`config.mk`:
```
export PLATFORM = sky130hd
export DESIGN_NAME = pong_game_ctrl_flat
export DESIGN_NICKNAME = d
export VERILOG_FILES = /design/src/rtl/pong_pkg.sv /design/src/rtl/pong_if.sv /design/src/rtl/pong_bcd2_cnt.sv /design/src/rtl/pong_game_ctrl.sv /design/src/flat_wrapper.sv
export SDC_FILE = /design/constraint.sdc
export NUM_CORES = 1
export LEC_CHECK = 0
export ABC_AREA = 1
export BUFFER_PORTS_ARGS = -buffer_cell sky130_fd_sc_hd__clkbuf_2
export CORE_MARGIN = 1
export CORE_UTILIZATION = 40
export CTS_CLUSTER_SIZE = 16
export DETAILED_ROUTE_END_ITERATION = 8
export SETUP_SLACK_MARGIN = 0.2
export SYNTH_ARGS = -nofsm -noshare
export SYNTH_HDL_FRONTEND = slang
export SYNTH_SLANG_ARGS = --single-unit
```
`constraint.sdc`:
```
create_clock -name clk -period 1.6 [get_ports clk]
set_clock_uncertainty 0.05 [all_clocks]
set_input_delay 0.16 -clock clk [delete_from_list [all_inputs] [get_ports clk]]
set_output_delay 0.16 -clock clk [all_outputs]
set_load 0.01 [all_outputs]
```
`src/rtl/pong_pkg.sv`:
```
// Shared types and defaults for the pong game controller: state and player
// encodings, BCD digit width and the two-digit BCD increment helper.
package pong_pkg;

    typedef enum logic [1:0] {
        ST_IDLE  = 2'd0,
        ST_PLAY  = 2'd1,
        ST_SERVE = 2'd2,
        ST_OVER  = 2'd3
    } state_t;

    typedef enum logic {
        PL_L = 1'b0,
        PL_R = 1'b1
    } player_t;

    localparam int         BCD_DIG_W       = 4;
    localparam logic [7:0] WIN_SCORE_DEF   = 8'h07;
    localparam int         SERVE_TICKS_DEF = 120;

    // Two-digit BCD +1, saturating at 99.
    function automatic logic [2*BCD_DIG_W-1:0] bcd2_inc(input logic [2*BCD_DIG_W-1:0] v);
        logic [BCD_DIG_W-1:0] tens;
        logic [BCD_DIG_W-1:0] units;
        tens  = v[2*BCD_DIG_W-1:BCD_DIG_W];
        units = v[BCD_DIG_W-1:0];
        if (v == 8'h99) begin
            return v;
        end
        if (units == 4'd9) begin
            return {tens + 4'd1, 4'd0};
        end
        return {tens, units + 4'd1};
    endfunction

endpackage

```
`src/rtl/pong_if.sv`:
```
// Signal bundle between the game controller and the graphics/input side.
// Carries rally_cnt only when PONG_RALLY_CNT_EN is defined.
interface pong_if;
    logic       timer_tick;
    logic       btn_start;
    logic       miss;
    logic       hit_left;
    logic       hit_right;
    logic       graph_still;
    logic [7:0] score_l;
    logic [7:0] score_r;
    logic       game_over;
    logic       winner;
`ifdef PONG_RALLY_CNT_EN
    logic [7:0] rally_cnt;
`endif

    modport master (
        input  timer_tick, btn_start, miss, hit_left, hit_right,
`ifdef PONG_RALLY_CNT_EN
        output rally_cnt,
`endif
        output graph_still, score_l, score_r, game_over, winner
    );

    modport slave (
        output timer_tick, btn_start, miss, hit_left, hit_right,
`ifdef PONG_RALLY_CNT_EN
        input  rally_cnt,
`endif
        input  graph_still, score_l, score_r, game_over, winner
    );
endinterface

```
`src/rtl/pong_bcd2_cnt.sv`:
```
// Two-digit BCD counter with synchronous clear, increment and saturation at 99.
module bcd2_cnt
    import pong_pkg::*;
(
    input  logic       clk,
    input  logic       reset_n,
    input  logic       clr,
    input  logic       inc,
    output logic [7:0] q
);
    logic [7:0] q_reg;

    always_ff @(posedge clk or negedge reset_n) begin
        if (!reset_n) begin
            q_reg <= 8'h00;
        end else if (clr) begin
            q_reg <= 8'h00;
        end else if (inc) begin
            q_reg <= bcd2_inc(q_reg);
        end
    end

    assign q = q_reg;
endmodule

```
`src/rtl/pong_game_ctrl.sv`:
```
// Pong game controller: scores, serve delay and game-over sequencing.
// Optional rally counter output is enabled with PONG_RALLY_CNT_EN.
module pong_game_ctrl
    import pong_pkg::*;
#(
    parameter logic [7:0] WIN_SCORE   = WIN_SCORE_DEF,
    parameter int         SERVE_TICKS = SERVE_TICKS_DEF,
    parameter int         TMR_W       = 8
)(
    input  logic  clk,
    input  logic  reset_n,
    pong_if.master bus
);
    state_t             state_reg, state_next;
    player_t            last_hitter_reg, last_hitter_next;
    player_t            winner_reg, winner_next;
    player_t            lh_eff;
    logic [TMR_W-1:0]   timer_reg, timer_next;
    logic               start_d_reg, hit_l_d_reg, hit_r_d_reg;
    logic               start_p, hit_l_p, hit_r_p;
    logic               clr_scores, inc_l, inc_r;
    logic [7:0]         score_l_q, score_r_q, scored;

    assign start_p = bus.btn_start & ~start_d_reg;
    assign hit_l_p = bus.hit_left  & ~hit_l_d_reg;
    assign hit_r_p = bus.hit_right & ~hit_r_d_reg;

    always_ff @(posedge clk or negedge reset_n) begin
        if (!reset_n) begin
            state_reg       <= ST_IDLE;
            last_hitter_reg <= PL_L;
            winner_reg      <= PL_L;
            timer_reg       <= '0;
            start_d_reg     <= 1'b0;
            hit_l_d_reg     <= 1'b0;
            hit_r_d_reg     <= 1'b0;
        end else begin
            state_reg       <= state_next;
            last_hitter_reg <= last_hitter_next;
            winner_reg      <= winner_next;
            timer_reg       <= timer_next;
            start_d_reg     <= bus.btn_start;
            hit_l_d_reg     <= bus.hit_left;
            hit_r_d_reg     <= bus.hit_right;
        end
    end

    always_comb begin
        state_next       = state_reg;
        last_hitter_next = last_hitter_reg;
        winner_next      = winner_reg;
        timer_next       = timer_reg;
        clr_scores       = 1'b0;
        inc_l            = 1'b0;
        inc_r            = 1'b0;
        lh_eff           = last_hitter_reg;
        scored           = score_l_q;
        case (state_reg)
            ST_IDLE: begin
                if (start_p) begin
                    clr_scores       = 1'b1;
                    last_hitter_next = PL_L;
                    state_next       = ST_PLAY;
                end
            end
            ST_PLAY: begin
                // Simultaneous left+right edges leave the hitter unchanged.
                if (hit_l_p && !hit_r_p) begin
                    lh_eff = PL_L;
                end else if (hit_r_p && !hit_l_p) begin
                    lh_eff = PL_R;
                end
                last_hitter_next = lh_eff;
                if (bus.miss) begin
                    scored           = (lh_eff == PL_L) ? score_l_q : score_r_q;
                    inc_l            = (lh_eff == PL_L);
                    inc_r            = (lh_eff == PL_R);
                    last_hitter_next = PL_L;
                    if (bcd2_inc(scored) == WIN_SCORE) begin
                        state_next  = ST_OVER;
                        winner_next = lh_eff;
                    end else begin
                        state_next = ST_SERVE;
                        timer_next = TMR_W'(SERVE_TICKS);
                    end
                end
            end
            ST_SERVE: begin
                if (bus.timer_tick) begin
                    if (timer_reg <= TMR_W'(1)) begin
                        timer_next = '0;
                        state_next = ST_PLAY;
                    end else begin
                        timer_next = timer_reg - TMR_W'(1);
                    end
                end
            end
            ST_OVER: begin
                if (start_p) begin
                    clr_scores       = 1'b1;
                    last_hitter_next = PL_L;
                    timer_next       = TMR_W'(SERVE_TICKS);
                    state_next       = ST_SERVE;
                end
            end
            default: state_next = ST_IDLE;
        endcase
    end

    bcd2_cnt u_score_l (.clk(clk), .reset_n(reset_n), .clr(clr_scores), .inc(inc_l), .q(score_l_q));
    bcd2_cnt u_score_r (.clk(clk), .reset_n(reset_n), .clr(clr_scores), .inc(inc_r), .q(score_r_q));

`ifdef PONG_RALLY_CNT_EN
    logic rally_clr, rally_inc;
    // Cleared whenever a serve (or a fresh game) begins; kept through OVER.
    assign rally_clr = ((state_next == ST_SERVE) && (state_reg != ST_SERVE)) ||
                       ((state_reg == ST_IDLE) && (state_next == ST_PLAY));
    assign rally_inc = (state_reg == ST_PLAY) && (hit_l_p || hit_r_p);
    bcd2_cnt u_rally (.clk(clk), .reset_n(reset_n), .clr(rally_clr), .inc(rally_inc), .q(bus.rally_cnt));
`endif

    assign bus.graph_still = (state_reg != ST_PLAY);
    assign bus.game_over   = (state_reg == ST_OVER);
    assign bus.winner      = winner_reg;
    assign bus.score_l     = score_l_q;
    assign bus.score_r     = score_r_q;
endmodule

```
`src/flat_wrapper.sv`:
```
// flat-port wrapper written by rule: the top's interface ports become plain ports
module pong_game_ctrl_flat import pong_pkg::*;
#(
    parameter logic [7:0] WIN_SCORE   = WIN_SCORE_DEF,
    parameter int         SERVE_TICKS = SERVE_TICKS_DEF,
    parameter int         TMR_W       = 8
)
  (clk, reset_n, bus_timer_tick, bus_btn_start, bus_miss, bus_hit_left, bus_hit_right, bus_graph_still, bus_score_l, bus_score_r, bus_game_over, bus_winner);
  pong_if bus_i ();
  input  logic clk;
  input  logic reset_n;
  input wire logic [$bits(bus_i.timer_tick)-1:0] bus_timer_tick;
  input wire logic [$bits(bus_i.btn_start)-1:0] bus_btn_start;
  input wire logic [$bits(bus_i.miss)-1:0] bus_miss;
  input wire logic [$bits(bus_i.hit_left)-1:0] bus_hit_left;
  input wire logic [$bits(bus_i.hit_right)-1:0] bus_hit_right;
  output wire logic [$bits(bus_i.graph_still)-1:0] bus_graph_still;
  output wire logic [$bits(bus_i.score_l)-1:0] bus_score_l;
  output wire logic [$bits(bus_i.score_r)-1:0] bus_score_r;
  output wire logic [$bits(bus_i.game_over)-1:0] bus_game_over;
  output wire logic [$bits(bus_i.winner)-1:0] bus_winner;
  assign bus_i.timer_tick = bus_timer_tick;
  assign bus_i.btn_start = bus_btn_start;
  assign bus_i.miss = bus_miss;
  assign bus_i.hit_left = bus_hit_left;
  assign bus_i.hit_right = bus_hit_right;
  assign bus_graph_still = bus_i.graph_still;
  assign bus_score_l = bus_i.score_l;
  assign bus_score_r = bus_i.score_r;
  assign bus_game_over = bus_i.game_over;
  assign bus_winner = bus_i.winner;
  pong_game_ctrl #(.WIN_SCORE(WIN_SCORE), .SERVE_TICKS(SERVE_TICKS), .TMR_W(TMR_W)) u_core (.clk(clk), .reset_n(reset_n), .bus(bus_i));
endmodule
```
==> out/metrics.csv <==
metric;value;unit
DRC viols;0;
worst slew pin tran;0.410;ns
Longest Clk Path Bufs;2;
hpwl dp;3.79;mm
Setup CP Type;register to register;
Top FF cell, synth;dfrtp_1;
via count;2110;
Layout fillers;441;
min Tclk post-route;1.65;ns
Clk pin slew, worst setup/hold paths;0.07;ns
drt first-iter violations;147;
gr usage total;21.5;%
Synth area leaders;dfrtp_1, nand2_1, nand3_1, inv_1, ha_1;
die area;5510;sq um
Seq/Total Area, Yosys;37.2;%
Critical Path End Type;register;
vias per inst;4.91;
vias in the first global route;1901;
Synth top area share;37.2;%
Die X;74.2;microns
placed cell count;405;
area occupied by multi-input gates;1430;sq um
status;complete, but fails checks;
fin crit share;103;%
synth warn;0;
first-pass GRT wire length;8.96;mm
Worst Path Max Fanout;3;
async set-or-reset flop fraction in the synthesized netlist;100;%
number of synthesized flops with an enable pin;0;
RSZ-0062 raised after global routing;true;
I/O Buffers;25;
Syn-to-layout area delta;48.6;%
worst hold-check path type;primary input to register;
final design area excluding fillers;3100;sq um
final setup fails;11;
Peak VDD IR;0.919;mV
die height;74.2;microns
worst hold margin;0.00864;ns
dpl cell area;2590;sq um
Final Util;63.5;%
CTS root buffer;clkbuf_8;
layout cell share with drive strength beyond 1;43.3;%
IO Pins;26;
Pleak;1.54;nW
dominant cell type by area after synthesis;dfrtp_1;
mean post-synth cell area;7.40;sq um
Slew Viols, Final;0;
cells after synthesis;282;
Max Fclk;607;MHz
Fin. Hold Viols;0;
CP Launch Type;register;
Seq. cell area;779;sq um
Yosys cell types;32;
TritonCTS buffer count;5;
CTS tree;built;
post-DR wirelength/cell;13.2;microns
Routed WL;5.69;mm
ANT cells;0;
worst-skew pair later-pin latency;0.28;ns
Post-Synthesis Net Count;299;
Post-synth top cells;nand2_1, inv_1, dfrtp_1, nand3_1, nor2_1;
first-pass iteration count of the detailed router;5;
Slew HR;72.6;%
Starting Density;42.8;%
core area;4880;sq um
Synth Cell Area;2090;sq um
Final GP Congestion;0.834;
Finished Layout Cells;430;
total congestion overflow;0;
Num Clock Sinks;31;
worst setup margin;-0.0477;ns
Nets;379;
initial antenna violation count;0;
most frequent cell after synthesis;nand2_1;
Final ANT Viol Nets;0;
power per cell area;1700;nW/um^2
flops & latches, synth;31;
Arr. time, crit path;1.76;ns
htree depth;2;
largest net degree at the start of global routing;32;
Req. time, crit path;1.71;ns
failing checks;setup timing;
Total Power;0.00526;W
Max Cap Viol;0;
Rows;25;
cells in the final DEF (no fill, tap or decap), types with 9 or more instances in the layout:
master / netlist / routed
dfrtp_1: 31 / 28
nand2_2: 8 / 15
inv_1: 36 / 27
buf_4: 0 / 38
inv_2: 3 / 11
nand3_1: 31 / 26
nand2_1: 72 / 61
nor2_4: 2 / 9
nor2_1: 26 / 19
o21ai_1: 4 / 9
clkbuf_2: 0 / 24
routing by layer:
| layer | global-route usage [%] | vias to the layer above | part of all wire [%] | wire (microns) |
|---|---|---|---|---|
| met1 | 30.5 | 993 | 48 | 2710 |
| met4 | 6.92 | 0 | 1.2 | 68 |
| met5 | 0 | - | 0 | 0 |
| met3 | 3.25 | 8 | 2.8 | 157 |
| met2 | 33.8 | 33 | 48 | 2750 |
| li1 | - | 1076 | - | - |
worst max-delay path, stage by stage, from the launching register on:
cell and delay (ns):
dfrtp_1 0.41, inv_2 0.10, buf_4 0.11, ha_2 0.19, inv_2 0.06, o221ai_4 0.19
nor2_1 0.09, o211a_1 0.15, o21bai_1 0.18
area by class of cell:
| cell class | count | area share, % |
|---|---|---|
| clock buffers | 8 | 3.23 |
| multi-input cells | 211 | 46.2 |
| repair buffers | 74 | 17.9 |
| flip-flops and latches | 31 | 25.1 |
| well taps | 67 | 2.70 |
| inverters | 39 | 4.80 |
per-stage QoR:
stage	TNS, ns	setup WS [ns]
after floorplan	0	0.0846
after global placement	-0.227	-0.0264
after detailed placement	-0.540	-0.0659
after CTS	-0.0763	-0.0137
after global routing	-1.84	-0.156
final	-0.369	-0.0477
worst paths after layout:
kind,startpoint,end,slack (ns),depth (start not counted)
setup / recovery,u_core.state_reg[0],u_core.state_reg[1],-0.05,8
hold / removal,bus_hit_left,u_core.hit_l_d_reg,0.009,1
setup reg to reg,u_core.state_reg[0],u_core.state_reg[1],-0.05,8
hold reg to reg,u_core.timer_reg[1],u_core.timer_reg[1],0.43,2
max in group asynchronous,reset_n,u_core.u_score_l.q[5],0.80,3
min in group asynchronous,reset_n,u_core.u_score_l.q[1],0.38,3
cell families (layout without fill, tap and decap cells):
| family | count (synthesis) | count (layout) | share of synthesized area [%] |
|---|---|---|---|
| simple gates | 160 | 161 | 36.3 |
| xor+xnor | 7 | 7 | 2.94 |
| compound gates | 33 | 33 | 9.41 |
| buf+inv | 41 | 121 | 8.15 |
| fa+ha+maj | 10 | 10 | 6.00 |
| flops | 31 | 31 | 37.2 |
timing repair:
| action | CTS | global route |
|---|---|---|
| hold buffers | 3 | 0 |
| pin swaps | 26 | 17 |
| hold endpoints to repair | 33 | 0 |
| gates cloned | 1 | 0 |
| setup endpoints to repair | 29 | 29 |
| gates resized for setup | 39 | 36 |
| setup buffers | 9 | 4 |
power breakdown:
part	internal [W]	switching, W	leakage (nW)
Combinational	0.00147	0.00189	1.09
Clock	0.000392	0.000294	0.0515
Sequential	0.00102	0.000203	0.398
No activity file was read; power rests on OpenSTA's default activity.
